<file path="src/rtl/sfx_tone_mixer_pkg.sv">
// Shared types and helpers for the sound-effect tone mixer.
// Channel FSM states, decay interval and mixer width arithmetic.
package sfx_pkg;

    typedef enum logic [0:0] {
        CH_IDLE,
        CH_PLAY
    } ch_state_e;

    // Ticks between successive one-step amplitude decrements (SFX_DECAY_EN builds).
    localparam int unsigned DECAY_TICKS = 16;

    function automatic int unsigned clog2(input int unsigned value);
        int unsigned result;
        result = 0;
        for (int i = 0; i < 32; i++) begin
            if ((64'(1) << i) < 64'(value)) begin
                result = i + 1;
            end
        end
        return result;
    endfunction

    // Mixer sum width: wide enough that every channel at full amplitude cannot overflow.
    function automatic int unsigned sum_width(input int unsigned amp_width,
                                              input int unsigned num_channels);
        return amp_width + clog2(num_channels);
    endfunction

endpackage

</file>
<file path="src/rtl/sfx_tone_mixer_if.sv">
// Trigger/parameter bus from game logic to the tone mixer, plus its status and audio outputs.
// master: game logic side; slave: the mixer.
interface sfx_tone_mixer_if #(
    parameter int unsigned NUM_CHANNELS   = 4,
    parameter int unsigned PERIOD_WIDTH   = 16,
    parameter int unsigned DURATION_WIDTH = 12,
    parameter int unsigned AMP_WIDTH      = 4
);

    logic [NUM_CHANNELS-1:0]                trigger;
    logic [NUM_CHANNELS*PERIOD_WIDTH-1:0]   half_period;
    logic [NUM_CHANNELS*DURATION_WIDTH-1:0] duration;
    logic [NUM_CHANNELS*AMP_WIDTH-1:0]      amplitude;
    logic [NUM_CHANNELS-1:0]                busy;
    logic                                   audio;

    modport master (
        output trigger,
        output half_period,
        output duration,
        output amplitude,
        input  busy,
        input  audio
    );

    modport slave (
        input  trigger,
        input  half_period,
        input  duration,
        input  amplitude,
        output busy,
        output audio
    );

endinterface

</file>
<file path="src/rtl/sfx_tone_mixer_channel.sv">
// One square-wave tone channel: IDLE/PLAY FSM, parameter latches, phase and duration counters.
// Optional linear amplitude decay is compiled in when SFX_DECAY_EN is defined.
module sfx_tone_channel
    import sfx_pkg::*;
#(
    parameter int unsigned PERIOD_WIDTH   = 16,
    parameter int unsigned DURATION_WIDTH = 12,
    parameter int unsigned AMP_WIDTH      = 4
) (
    input  logic                      clk,
    input  logic                      rst_n,
    input  logic                      tick,
    input  logic                      trigger,
    input  logic [PERIOD_WIDTH-1:0]   half_period,
    input  logic [DURATION_WIDTH-1:0] duration,
    input  logic [AMP_WIDTH-1:0]      amplitude,
    output logic [AMP_WIDTH-1:0]      level,
    output logic                      busy
);

    ch_state_e                 state_q, state_d;
    logic [PERIOD_WIDTH-1:0]   half_q, half_d;
    logic [PERIOD_WIDTH-1:0]   phase_q, phase_d;
    logic [PERIOD_WIDTH-1:0]   half_last;
    logic [DURATION_WIDTH-1:0] remain_q, remain_d;
    logic [AMP_WIDTH-1:0]      amp_q, amp_d;
    logic                      square_q, square_d;
    logic                      valid;
    logic                      load;

`ifdef SFX_DECAY_EN
    localparam int unsigned DECAY_CNT_W = clog2(DECAY_TICKS);
    logic [DECAY_CNT_W-1:0] decay_cnt_q, decay_cnt_d;
`endif

    // A zero half-period or zero duration makes the trigger a stop request, never a start.
    assign valid     = (half_period != '0) && (duration != '0);
    assign half_last = half_q - PERIOD_WIDTH'(1);

    always_comb begin
        state_d  = state_q;
        half_d   = half_q;
        phase_d  = phase_q;
        remain_d = remain_q;
        amp_d    = amp_q;
        square_d = square_q;
        load     = 1'b0;
`ifdef SFX_DECAY_EN
        decay_cnt_d = decay_cnt_q;
`endif

        unique case (state_q)
            CH_IDLE: begin
                load = trigger && valid;
            end
            CH_PLAY: begin
                if (trigger) begin
                    load = valid;
                    if (!valid) begin
                        state_d  = CH_IDLE;
                        phase_d  = '0;
                        square_d = 1'b0;
                    end
                end else begin
                    if (phase_q == half_last) begin
                        phase_d  = '0;
                        square_d = ~square_q;
                    end else begin
                        phase_d = phase_q + PERIOD_WIDTH'(1);
                    end
                    if (tick) begin
                        if (remain_q == DURATION_WIDTH'(1)) begin
                            state_d  = CH_IDLE;
                            phase_d  = '0;
                            square_d = 1'b0;
                        end else begin
                            remain_d = remain_q - DURATION_WIDTH'(1);
                        end
`ifdef SFX_DECAY_EN
                        if (decay_cnt_q == DECAY_CNT_W'(DECAY_TICKS - 1)) begin
                            decay_cnt_d = '0;
                            if (amp_q != '0) begin
                                amp_d = amp_q - AMP_WIDTH'(1);
                            end
                        end else begin
                            decay_cnt_d = decay_cnt_q + DECAY_CNT_W'(1);
                        end
`endif
                    end
                end
            end
        endcase

        // Start and retrigger share one path, so a retrigger restarts with no idle gap.
        if (load) begin
            state_d  = CH_PLAY;
            half_d   = half_period;
            remain_d = duration;
            amp_d    = amplitude;
            phase_d  = '0;
            square_d = 1'b1;
`ifdef SFX_DECAY_EN
            decay_cnt_d = '0;
`endif
        end
    end

    always_ff @(posedge clk or negedge rst_n) begin
        if (!rst_n) begin
            state_q  <= CH_IDLE;
            half_q   <= '0;
            phase_q  <= '0;
            remain_q <= '0;
            amp_q    <= '0;
            square_q <= 1'b0;
`ifdef SFX_DECAY_EN
            decay_cnt_q <= '0;
`endif
        end else begin
            state_q  <= state_d;
            half_q   <= half_d;
            phase_q  <= phase_d;
            remain_q <= remain_d;
            amp_q    <= amp_d;
            square_q <= square_d;
`ifdef SFX_DECAY_EN
            decay_cnt_q <= decay_cnt_d;
`endif
        end
    end

    assign busy  = (state_q == CH_PLAY);
    assign level = (busy && square_q) ? amp_q : '0;

endmodule

</file>
<file path="src/rtl/sfx_tone_mixer.sv">
// Multi-channel square-wave sound-effect generator: tick prescaler, tone channels, mixer and a
// first-order sigma-delta modulator driving a 1-bit audio pin. SFX_DECAY_EN enables amplitude decay.
module sfx_tone_mixer
    import sfx_pkg::*;
#(
    parameter int unsigned CLK_HZ         = 40000000,
    parameter int unsigned TICK_HZ        = 1000,
    parameter int unsigned NUM_CHANNELS   = 4,
    parameter int unsigned PERIOD_WIDTH   = 16,
    parameter int unsigned DURATION_WIDTH = 12,
    parameter int unsigned AMP_WIDTH      = 4
) (
    input logic              clk,
    input logic              rst_n,
    sfx_tone_mixer_if.slave  bus
);

    localparam int unsigned TICK_DIV = CLK_HZ / TICK_HZ;
    localparam int unsigned TICK_W   = (clog2(TICK_DIV) > 0) ? clog2(TICK_DIV) : 1;
    localparam int unsigned SUM_W    = sum_width(AMP_WIDTH, NUM_CHANNELS);

    logic [TICK_W-1:0]       tick_cnt_q, tick_cnt_d;
    logic                    tick;
    logic [NUM_CHANNELS-1:0] busy;
    logic [AMP_WIDTH-1:0]    level [NUM_CHANNELS];
    logic [SUM_W-1:0]        sum_q, sum_d;
    logic [SUM_W:0]          acc_q, acc_d;

    // Free-running prescaler; the tick strobe is the cycle in which it wraps.
    assign tick       = (tick_cnt_q == TICK_W'(TICK_DIV - 1));
    assign tick_cnt_d = tick ? '0 : tick_cnt_q + TICK_W'(1);

    for (genvar i = 0; i < NUM_CHANNELS; i++) begin : g_ch
        sfx_tone_channel #(
            .PERIOD_WIDTH   (PERIOD_WIDTH),
            .DURATION_WIDTH (DURATION_WIDTH),
            .AMP_WIDTH      (AMP_WIDTH)
        ) u_ch (
            .clk         (clk),
            .rst_n       (rst_n),
            .tick        (tick),
            .trigger     (bus.trigger[i]),
            .half_period (bus.half_period[i*PERIOD_WIDTH +: PERIOD_WIDTH]),
            .duration    (bus.duration[i*DURATION_WIDTH +: DURATION_WIDTH]),
            .amplitude   (bus.amplitude[i*AMP_WIDTH +: AMP_WIDTH]),
            .level       (level[i]),
            .busy        (busy[i])
        );
    end

    always_comb begin
        sum_d = '0;
        for (int i = 0; i < NUM_CHANNELS; i++) begin
            sum_d = sum_d + SUM_W'(level[i]);
        end
    end

    // Carry out of the low SUM_W bits is the output bit; its density is sum / 2^SUM_W.
    assign acc_d = {1'b0, acc_q[SUM_W-1:0]} + {1'b0, sum_q};

    always_ff @(posedge clk or negedge rst_n) begin
        if (!rst_n) begin
            tick_cnt_q <= '0;
            sum_q      <= '0;
            acc_q      <= '0;
        end else begin
            tick_cnt_q <= tick_cnt_d;
            sum_q      <= sum_d;
            acc_q      <= acc_d;
        end
    end

    assign bus.busy  = busy;
    assign bus.audio = acc_q[SUM_W];

endmodule
</file>
<file path="src/flat_wrapper.sv">
// flat-port wrapper written by rule: the top's interface ports become plain ports
module sfx_tone_mixer_flat import sfx_pkg::*;
#(
    parameter int unsigned CLK_HZ         = 40000000,
    parameter int unsigned TICK_HZ        = 1000,
    parameter int unsigned NUM_CHANNELS   = 4,
    parameter int unsigned PERIOD_WIDTH   = 16,
    parameter int unsigned DURATION_WIDTH = 12,
    parameter int unsigned AMP_WIDTH      = 4
)
  (clk, rst_n, bus_trigger, bus_half_period, bus_duration, bus_amplitude, bus_busy, bus_audio);
  sfx_tone_mixer_if #(.NUM_CHANNELS(NUM_CHANNELS), .PERIOD_WIDTH(PERIOD_WIDTH), .DURATION_WIDTH(DURATION_WIDTH), .AMP_WIDTH(AMP_WIDTH)) bus_i ();
  input logic clk;
  input logic rst_n;
  input wire logic [$bits(bus_i.trigger)-1:0] bus_trigger;
  input wire logic [$bits(bus_i.half_period)-1:0] bus_half_period;
  input wire logic [$bits(bus_i.duration)-1:0] bus_duration;
  input wire logic [$bits(bus_i.amplitude)-1:0] bus_amplitude;
  output wire logic [$bits(bus_i.busy)-1:0] bus_busy;
  output wire logic [$bits(bus_i.audio)-1:0] bus_audio;
  assign bus_i.trigger = bus_trigger;
  assign bus_i.half_period = bus_half_period;
  assign bus_i.duration = bus_duration;
  assign bus_i.amplitude = bus_amplitude;
  assign bus_busy = bus_i.busy;
  assign bus_audio = bus_i.audio;
  sfx_tone_mixer #(.CLK_HZ(CLK_HZ), .TICK_HZ(TICK_HZ), .NUM_CHANNELS(NUM_CHANNELS), .PERIOD_WIDTH(PERIOD_WIDTH), .DURATION_WIDTH(DURATION_WIDTH), .AMP_WIDTH(AMP_WIDTH)) u_core (.clk(clk), .rst_n(rst_n), .bus(bus_i));
endmodule
</file>
<file path="config.mk">
export PLATFORM = sky130hd
export DESIGN_NAME = sfx_tone_mixer_flat
export DESIGN_NICKNAME = d
export VERILOG_FILES = /design/src/rtl/sfx_tone_mixer_pkg.sv /design/src/rtl/sfx_tone_mixer_if.sv /design/src/rtl/sfx_tone_mixer_channel.sv /design/src/rtl/sfx_tone_mixer.sv /design/src/flat_wrapper.sv
export SDC_FILE = /design/constraint.sdc
export NUM_CORES = 1
export LEC_CHECK = 0
export CORE_UTILIZATION = 53
export CTS_CLUSTER_SIZE = 12
export DETAILED_ROUTE_END_ITERATION = 8
export PLACE_DENSITY = 0.78
export SLEW_MARGIN = 0
export SYNTH_ARGS = -nofsm -noshare
export SYNTH_HDL_FRONTEND = slang
export SYNTH_SLANG_ARGS = --single-unit
</file>
<file path="constraint.sdc">
create_clock -name clk -period 2.9 [get_ports clk]
set_clock_uncertainty 0.1 [all_clocks]
set_input_delay 0.87 -clock clk [delete_from_list [all_inputs] [get_ports clk]]
set_output_delay 0.87 -clock clk [all_outputs]
set_load 0.005 [all_outputs]
</file>
==> impl_summary.log, run 1 <==
[metrics] run status: finished, violations left
[metrics] violations in the final reports: negative setup slack
[metrics] #FFs+latches synth: 229
[metrics] highest-count cells in the layout ignoring fill and taps: 323 x sky130_fd_sc_hd__nand2_1, 229 x sky130_fd_sc_hd__dfrtp_1, 197 x sky130_fd_sc_hd__buf_4
[metrics] endpoint class of the critical path: flop
[metrics] vias: 13,054
[metrics] HPWL reported at the end of detailed placement: 26,800 um
[metrics] Crit Path Max Fanout: 5
[metrics] minimum setup slack among reg-to-reg paths: -70 ps
[metrics] peak supply drop: 494 uV
[metrics] area used by multi-input combinational logic: 8100 um2
[metrics] cts-stage hold buffer count: 0
[metrics] Antenna Violating Nets Remaining: 0
[metrics] syn_nets: 1,790
[metrics] fin. max-slew vios: 0
[metrics] CTS buffer count: 27
[metrics] Buffers & Inverters on Critical Path: 5
[metrics] detail-routed net length per standard cell: 16.6 um
[metrics] cell with the biggest individual delay on the critical path: sky130_fd_sc_hd__a2111oi_4
[metrics] combined area of all synthesized cells: approximately 14,000 um2
[metrics] worst slew slack as a fraction of its limit: 57.3%
[metrics] ratio of cells with drive above 1 in the final layout: a little under a fifth
[metrics] most common library cell in the layout ignoring fill and taps: sky130_fd_sc_hd__nand2_1
[metrics] antenna fix cells: 0
[metrics] critical path's largest stage delay: between 400 and 500 ps
[metrics] worst-path cell chain: buf_4 > buf_4 > nor4b_4 > buf_4 > buf_4 > a31oi_1 > a32oi_1 > o32ai_2 > a2111oi_4 > nor2b_2 > buf_6 > a221o_1
[metrics] worst hold slack across all endpoints: between 150 and 200 ps
[metrics] count of unresolved DRC violations after routing: 0
[metrics] vias in the first global route: 12,879
[metrics] I/O pin cnt: roughly 140
[metrics] area overhead of the layout relative to synthesis: 33.2%
[metrics] library cells used by synthesis: 76
[metrics] cell at the root of the clock tree: sky130_fd_sc_hd__clkbuf_16
[metrics] Num Clock Sinks: 229
[metrics] Max Cap Violations: 0
[metrics] RSZ-0062 raised after global routing: yes
[metrics] die width: between 150 and 200 um
[metrics] most instantiated flip-flop cell in the synthesis netlist: sky130_fd_sc_hd__dfrtp_1
[metrics] destination of the worst register-to-register timing path: u_core.g_ch[2].u_ch.phase_q[12]$_DFFE_PN0P_
[metrics] pin count of the biggest net entering global routing: 70
[metrics] leftover overflow at the end of global routing: 0
[metrics] cell leakage power: 0.00836 uW
[metrics] Reg area: 5730 um2
[metrics] total power draw: between 9000 and 10,000 uW
[metrics] count of final hold-check violations: 0
[metrics] Least-Margin Pin Slew: 636 ps
[metrics] clock latency of the later-clocked register in the worst-skew pair: around 530 ps
[metrics] CTS max path bufs: 3
[metrics] cell type group with the largest total delay on the critical path: compound AO/OA/AOI/OAI gates
[metrics] fin crit period: around 3000 ps
[metrics] number of standard-cell rows in the floorplan: 58
[metrics] FILL cells: about 1,900
[metrics] detailed-routing iteration count for the pre-antenna-repair pass: 6
[metrics] number of I/O port buffers: ~140
[metrics] Final WS setup: -71.9 ps
[metrics] cell count after synthesis: roughly 1,600
[metrics] power density over the cells: 511 nW/um2
[metrics] last weighted congestion value of the routability-driven placer: 0.910
[metrics] clock tree from TritonCTS: yes
[metrics] wire length of the first global-routing pass: just over 60,000 um
[metrics] final period utilization: 102%
[metrics] Most common cell on crit path: sky130_fd_sc_hd__buf_4
[metrics] initial antenna violation count: 0
[metrics] DRC marker count from the first detailed-route iteration: about 940
[metrics] global-route usage over all layers: approximately 28%
[metrics] Post-synth EDFFs: 0
[metrics] crit path launch type: flop
[metrics] die boundary height: 164 um
[metrics] post-CTS clock slew at the launch and capture registers of the worst setup and hold paths: about 60 ps
[metrics] type of the worst min-delay path: primary input to asynchronous set/reset pin
[metrics] Critical Setup Path Class: flop to flop
[metrics] data required time at the worst endpoint: 3210 ps
[metrics] Reg2Reg Launch Point: u_core.g_ch[2].u_ch.half_q[2]$_DFFE_PN0N_
[metrics] drt via density: 5.77
[metrics] Worst Setup Slack post-DPL: -370 ps
[metrics] area of the placeable core: 25,500 um2
[metrics] data arrival time of the critical path: about 3300 ps
[metrics] Yosys warnings: 0
[metrics] floorplan die area: about 27,000 um2
[metrics] H-tree depth reported by CTS: 1
[metrics] Post-Syn Area per Cell: around 8.6 um2
[metrics] wirelength, routed: 37,500 um
[metrics] # nets final: 2,085
[metrics] async set-or-reset flop fraction in the synthesized netlist: 100%
[metrics] final setup violation count: 24
[metrics] maximum clock rate: 336 MHz
[metrics] register area share after synthesis: 41.2%
[metrics] effective utilization at floorplan: 54.7%
[metrics] depth of the worst register-to-register path: 12
## cell type report
cell class | count | area share [%]
multi-input cells | 1248 | 43.7
flip-flops and latches | 229 | 30.9
repair buffers | 352 | 16.8
clock buffers | 36 | 3.99
well taps | 330 | 2.23
clock inverters | 12 | 1.29
inverters | 55 | 1.11
## state kept, by name, indices dropped and copies added, names as in the netlist
signal                     cells
u_core.sum_q                   6
u_core.g_ch.u_ch.busy          4
u_core.g_ch.u_ch.phase_q      64
u_core.acc_q                   7
u_core.g_ch.u_ch.half_q       64
u_core.tick_cnt_q             16
u_core.g_ch.u_ch.amp_q        16
u_core.g_ch.u_ch.remain_q     48
u_core.g_ch.u_ch.square_q      4
## stage by stage
| stage | cell area, um2 | util (%) | std cells | setup TNS (ps) |
|---|---|---|---|---|
| finish | 18500 | 72.8 | 2262 | -1210 |
| global route | 18500 | 72.8 | 2262 | -4270 |
| CTS | 18300 | 71.8 | 2257 | -769 |
| detailed placement | 17000 | 66.8 | 2203 | -16750 |
| global placement | 17000 | 66.8 | 2203 | -11270 |
| floorplan | 14000 | - | 1618 | -1290 |
## power breakdown
group,internal (uW),leakage [uW],switching (uW)
Combinational,1000,0.00499,1020
Sequential,3470,0.00289,231
Clock,2400,0.000480,1350
Total,6880,0.00836,2600
## cells by family after synthesis
group,after synthesis,synth area share [%]
buf+inv,141,4.07
xor+xnor,152,9.56
mux,6,0.440
flops,229,41.2
simple gates,813,28.9
fa+ha+maj,38,3.79
compound gates,239,12.0
## metal layers
| layer | routed length (um) | share of wire (%) | GRT usage [%] |
|---|---|---|---|
| met4 | 805 | 2.1 | 7.24 |
| met5 | 0 | 0 | 0 |
| met1 | 16700 | 45 | 38.2 |
| met2 | 18000 | 48 | 47.9 |
| met3 | 2020 | 5.4 | 3.36 |
## how the worst max path moves through the flow
stage                                              startpoint                                          end  slack (ps)  cells past startpoint
floorplan           u_core.g_ch[0].u_ch.half_q[2]$_DFFE_PN0N_  u_core.g_ch[0].u_ch.phase_q[11]$_DFFE_PN0P_        -120                     10
global route        u_core.g_ch[2].u_ch.half_q[0]$_DFFE_PN0N_   u_core.g_ch[2].u_ch.phase_q[4]$_DFFE_PN0P_        -190                      8
CTS                 u_core.g_ch[0].u_ch.half_q[1]$_DFFE_PN0N_   u_core.g_ch[0].u_ch.phase_q[3]$_DFFE_PN0P_         -70                      9
detailed placement                        bus_half_period[29]  u_core.g_ch[1].u_ch.phase_q[13]$_DFFE_PN0P_        -370                      9
global placement                          bus_half_period[25]  u_core.g_ch[1].u_ch.remain_q[9]$_DFFE_PN0P_        -330                      8
finish              u_core.g_ch[2].u_ch.half_q[2]$_DFFE_PN0N_  u_core.g_ch[2].u_ch.phase_q[12]$_DFFE_PN0P_         -70                     12
## Yosys cell counts (all sizes together), types with 6 or more instances
| cell | instances | area, um2 |
|---|---|---|
| ha | 31 | 388 |
| fa | 7 | 140 |
| nor3 | 38 | 190 |
| nand4 | 29 | 181 |
| a21o | 15 | 113 |
| xor2 | 53 | 464 |
| nor4 | 66 | 434 |
| buf | 12 | 81.3 |
| a21oi | 36 | 184 |
| clkbuf | 74 | 279 |
| nand3b | 7 | 52.6 |
| or2 | 6 | 37.5 |
| and3 | 58 | 363 |
| or4 | 18 | 135 |
| nor3b | 8 | 60.1 |
| nand3 | 56 | 280 |
| and2 | 13 | 81.3 |
| a31oi | 16 | 100 |
| nand2 | 324 | 1220 |
| nor2 | 110 | 413 |
| or3 | 24 | 150 |
| nor2b | 16 | 103 |
| a221o | 12 | 120 |
| o2111ai | 8 | 70.1 |
| dfrtp | 229 | 5730 |
| inv | 55 | 206 |
| nand2b | 13 | 81.3 |
| o21ai | 59 | 295 |
| xnor2 | 99 | 867 |
| o211ai | 17 | 128 |
| o311ai | 9 | 78.8 |
| a22oi | 6 | 45.0 |
## worst reg2reg max path: stages, from the launching register on
cell and delay [ps]:
sky130_fd_sc_hd__dfrtp_1 400, sky130_fd_sc_hd__buf_4 150, sky130_fd_sc_hd__buf_4 140, sky130_fd_sc_hd__nor4b_4 260
sky130_fd_sc_hd__buf_4 170, sky130_fd_sc_hd__buf_4 110, sky130_fd_sc_hd__a31oi_1 70, sky130_fd_sc_hd__a32oi_1 270
sky130_fd_sc_hd__o32ai_2 170, sky130_fd_sc_hd__a2111oi_4 460, sky130_fd_sc_hd__nor2b_2 100, sky130_fd_sc_hd__buf_6 150
sky130_fd_sc_hd__a221o_1 290
## repair_timing
action                                 4_1_cts  5_1_grt
gates resized for setup                     54       65
gates cloned                                 1        1
endpoints found under the hold margin        0        0
setup buffers                                6        7
setup endpoints to repair                   49       78
pin swaps                                   20       24
Note: power is estimated with default switching activity, not from simulation.
==> run 2, diff against run 1 <==
--- a/config.mk
+++ b/config.mk
@@ -8,6 +8,7 @@
 export CORE_UTILIZATION = 53
 export CTS_CLUSTER_SIZE = 12
 export DETAILED_ROUTE_END_ITERATION = 8
+export GPL_TIMING_DRIVEN = 1
 export PLACE_DENSITY = 0.78
 export SLEW_MARGIN = 0
 export SYNTH_ARGS = -nofsm -noshare
==> results of run 2 <==
Same layout as run 1: the final DEF is identical, and so are final timing and power.
==> run 3, diff against run 2 <==
--- a/config.mk
+++ b/config.mk
@@ -5,11 +5,11 @@
 export SDC_FILE = /design/constraint.sdc
 export NUM_CORES = 1
 export LEC_CHECK = 0
-export CORE_UTILIZATION = 53
+export CORE_UTILIZATION = 55
 export CTS_CLUSTER_SIZE = 12
 export DETAILED_ROUTE_END_ITERATION = 8
 export GPL_TIMING_DRIVEN = 1
-export PLACE_DENSITY = 0.78
+export PLACE_DENSITY = 0.77
 export SLEW_MARGIN = 0
 export SYNTH_ARGS = -nofsm -noshare
 export SYNTH_HDL_FRONTEND = slang
==> constraint.sdc (replaced) <==
create_clock -name clk -period 2.92 [get_ports clk]
set_clock_uncertainty 0.1 [all_clocks]
set_input_delay 0.876 -clock clk [delete_from_list [all_inputs] [get_ports clk]]
set_output_delay 0.876 -clock clk [all_outputs]
set_load 0.005 [all_outputs]
==> run 3 against run 2 <==
The run still ends with negative setup slack left. Setup slack worse by 33 ps. Non-clock buffer count fell by 1. Combinational power fell by 2%. Maximum frequency is 1.7% lower. Routed wire length down 2.8%. Critical endpoint is now u_core.g_ch[0].u_ch.phase_q[3]$_DFFE_PN0P_. Register-to-register slack lost 30 ps. Flip-flop and latch count stayed put. First-iteration DRC count is 2.0% higher. Sequential power is 1% lower. Utilization up 1.5 points.
==> impl_summary.log, run 3 (same netlist as run 1, synthesis figures left out) <==
[metrics] Least-Margin Pin Slew: 583 ps
[metrics] crit path launch type: flop
[metrics] global-route usage over all layers: 28.2%
[metrics] critical path's largest stage delay: between 500 and 600 ps
[metrics] post-CTS clock slew at the launch and capture registers of the worst setup and hold paths: around 60 ps
[metrics] worst-path cell chain: or4_4 > or4_4 > a221oi_2 > nor3_2 > or4_4 > a21oi_4 > clkbuf_16 > nor2_1
[metrics] drt via density: 5.75
[metrics] Final WS setup: -105 ps
[metrics] data arrival time of the critical path: 3350 ps
[metrics] die width: 161 um
[metrics] share of power burned in registers: 41.7%
[metrics] H-tree depth reported by CTS: 1
[metrics] Most common cell on crit path: sky130_fd_sc_hd__or4_4
[metrics] data required time at the worst endpoint: 3240 ps
[metrics] Num Clock Sinks: 229
[metrics] initial antenna violation count: 0
[metrics] effective utilization at floorplan: 56.6%
[metrics] I/O pin cnt: 139
[metrics] number of placed instances, taps included: 2,199
[metrics] cell-internal power: 6320 uW
[metrics] DRC marker count from the first detailed-route iteration: 960
[metrics] vias in the first global route: approximately 13,000
[metrics] total negative setup slack: -1770 ps
[metrics] Clock power frac: 36.0%
[metrics] fin crit period: a little over 3000 ps
[metrics] Sw Share: 28.4%
[metrics] area of the placeable core: between 20,000 and 25,000 um2
[metrics] count of unresolved DRC violations after routing: 0
[metrics] cell leakage power: between 0.008 and 0.009 uW
[metrics] cts-stage hold buffer count: 0
[metrics] floorplan die area: 26,000 um2
[metrics] area overhead of the layout relative to synthesis: 31.3%
[metrics] detailed-routing iteration count for the pre-antenna-repair pass: 5
[metrics] registers with the highest flip-flop counts: u_core.g_ch.u_ch.half_q: 64 flops, u_core.g_ch.u_ch.phase_q: 64 flops, u_core.g_ch.u_ch.remain_q: 48 flops
[metrics] maximum clock rate: around 330 MHz
[metrics] HPWL reported at the end of detailed placement: 26,600 um
[metrics] violations in the final reports: negative setup slack
[metrics] total power draw: 8820 uW
[metrics] highest-count cells in the layout ignoring fill and taps: 323 x sky130_fd_sc_hd__nand2_1, 229 x sky130_fd_sc_hd__dfrtp_1, 200 x sky130_fd_sc_hd__buf_4
[metrics] clock latency of the later-clocked register in the worst-skew pair: 530 ps
[metrics] Critical Setup Path Class: flop to flop
[metrics] die boundary height: 161 um
[metrics] wire length of the first global-routing pass: 60,500 um
[metrics] antenna fix cells: 0
[metrics] number of I/O port buffers: 138
[metrics] vias: 12,957
[metrics] worst hold slack across all endpoints: 158 ps
[metrics] cell with the biggest individual delay on the critical path: sky130_fd_sc_hd__or4_4
[metrics] design area: around 18,000 um2
[metrics] Max Cap Violations: 0
[metrics] # nets final: about 2,100
[metrics] non-filler cells in the finished layout: 2,252
[metrics] Antenna Violating Nets Remaining: 0
[metrics] CTS max path bufs: 3
[metrics] cell at the root of the clock tree: sky130_fd_sc_hd__clkbuf_16
[metrics] detail-routed net length per standard cell: 16.2 um
[metrics] Crit Path Max Fanout: 7
[metrics] last weighted congestion value of the routability-driven placer: ~0.93
[metrics] Buffers & Inverters on Critical Path: 1
[metrics] power density over the cells: around 480 nW/um2
[metrics] share of power burned in combinational logic: between 20% and 30%
[metrics] final setup violation count: 21
[metrics] most common library cell in the layout ignoring fill and taps: sky130_fd_sc_hd__nand2_1
[metrics] endpoint class of the critical path: flop
[metrics] CTS buffer count: 25
[metrics] fin. max-slew vios: 0
[metrics] leftover overflow at the end of global routing: 0
[metrics] FILL cells: 1,781
[metrics] instance area at placement: ~17,000 um2
[metrics] count of final hold-check violations: 0
[metrics] ratio of cells with drive above 1 in the final layout: 17.5%
[metrics] number of standard-cell rows in the floorplan: 57
[metrics] worst slew slack as a fraction of its limit: 60.6%
[metrics] RSZ-0062 raised after global routing: yes
[metrics] final period utilization: 104%
[metrics] peak supply drop: 412 uV
[metrics] cell type group with the largest total delay on the critical path: simple AND/OR/NAND/NOR gates
[metrics] pin count of the biggest net entering global routing: 66
[metrics] type of the worst min-delay path: primary input to asynchronous set/reset pin
[metrics] clock tree from TritonCTS: yes
[metrics] run status: finished, violations left
[metrics] wirelength, routed: between 30,000 and 40,000 um
[metrics] NetSw: 2500 uW
==> run 3: cell count changes in the layout (fill, tap and decap cells not counted), moves of 4 or more <==
cell,delta
sky130_fd_sc_hd__nor4_1,+4
sky130_fd_sc_hd__a21oi_2,-4
sky130_fd_sc_hd__clkbuf_8,+6
sky130_fd_sc_hd__a21oi_1,+4
sky130_fd_sc_hd__bufinv_16,-6
sky130_fd_sc_hd__buf_6,-4
==> run 3: worst reg2reg max path, stage by stage, from the launching register on <==
cell	delay, ps
sky130_fd_sc_hd__dfrtp_1	400
sky130_fd_sc_hd__or4_4	570
sky130_fd_sc_hd__or4_4	440
sky130_fd_sc_hd__a221oi_2	300
sky130_fd_sc_hd__nor3_2	80
sky130_fd_sc_hd__or4_4	570
sky130_fd_sc_hd__a21oi_4	210
sky130_fd_sc_hd__clkbuf_16	200
sky130_fd_sc_hd__nor2_1	50
==> run 3: routing by layer <==
metal	vias up	GRT usage [%]	share of wire, %
li1	6299	-	-
met1	6231	38.5	45
met2	374	47.4	48
met3	53	3.75	5.3
met4	0	7.33	2.2
met5	-	0	0
==> run 3: per-stage QoR <==
| stage | setup WS, ps | utilization [%] |
|---|---|---|
| after floorplan | -95.9 | - |
| after global placement | -343 | 69.1 |
| after detailed placement | -422 | 69.1 |
| after CTS | -55.0 | 73.1 |
| after global routing | -186 | 74.3 |
| final | -105 | 74.3 |
==> run 3: cell type report <==
class                           instances  area (um2)  area share [%]
Timing Repair Buffer                  351        3110            17.0
Multi-Input combinational cell       1248        8010            43.8
Inverter                               55         206            1.13
Sequential cell                       229        5730            31.3
Clock buffer                           41         776            4.24
Clock inverter                          4        48.8           0.267
Tap cell                              324         405            2.22
==> run 3: path summary, 6_finish.rpt <==
path                       slack (ps)  cells past startpoint                                         end                                       from
hold / removal                    160                      1   u_core.g_ch[1].u_ch.half_q[7]$_DFFE_PN0N_                                      rst_n
setup reg to reg                 -100                      8  u_core.g_ch[0].u_ch.phase_q[3]$_DFFE_PN0P_  u_core.g_ch[0].u_ch.half_q[1]$_DFFE_PN0N_
max in group asynchronous        1840                      2   u_core.g_ch[0].u_ch.half_q[9]$_DFFE_PN0N_                                      rst_n
setup / recovery                 -100                      8  u_core.g_ch[0].u_ch.phase_q[3]$_DFFE_PN0P_  u_core.g_ch[0].u_ch.half_q[1]$_DFFE_PN0N_
min in group clk                  380                      1                   u_core.acc_q[0]$_DFF_PN0_                  u_core.acc_q[0]$_DFF_PN0_
hold reg to reg                   380                      1                   u_core.acc_q[0]$_DFF_PN0_                  u_core.acc_q[0]$_DFF_PN0_
==> run 3: what timing repair did <==
item | in CTS | in global routing
gates cloned | 0 | 1
gates resized for setup | 29 | 61
buffers inserted | 5 | 4
endpoints found under the setup margin | 57 | 72
pin swaps | 10 | 31
==> run 3: power by group through the flow <==
stage / combinational [uW] / sequential [uW] / clock (uW)
floorplan: 1130 / 3660 / 0
global placement: 1800 / 3700 / 0
detailed placement: 1880 / 3720 / 0
CTS: 1920 / 3670 / 3230
global route: 2190 / 3700 / 3350
finish: 1970 / 3670 / 3180
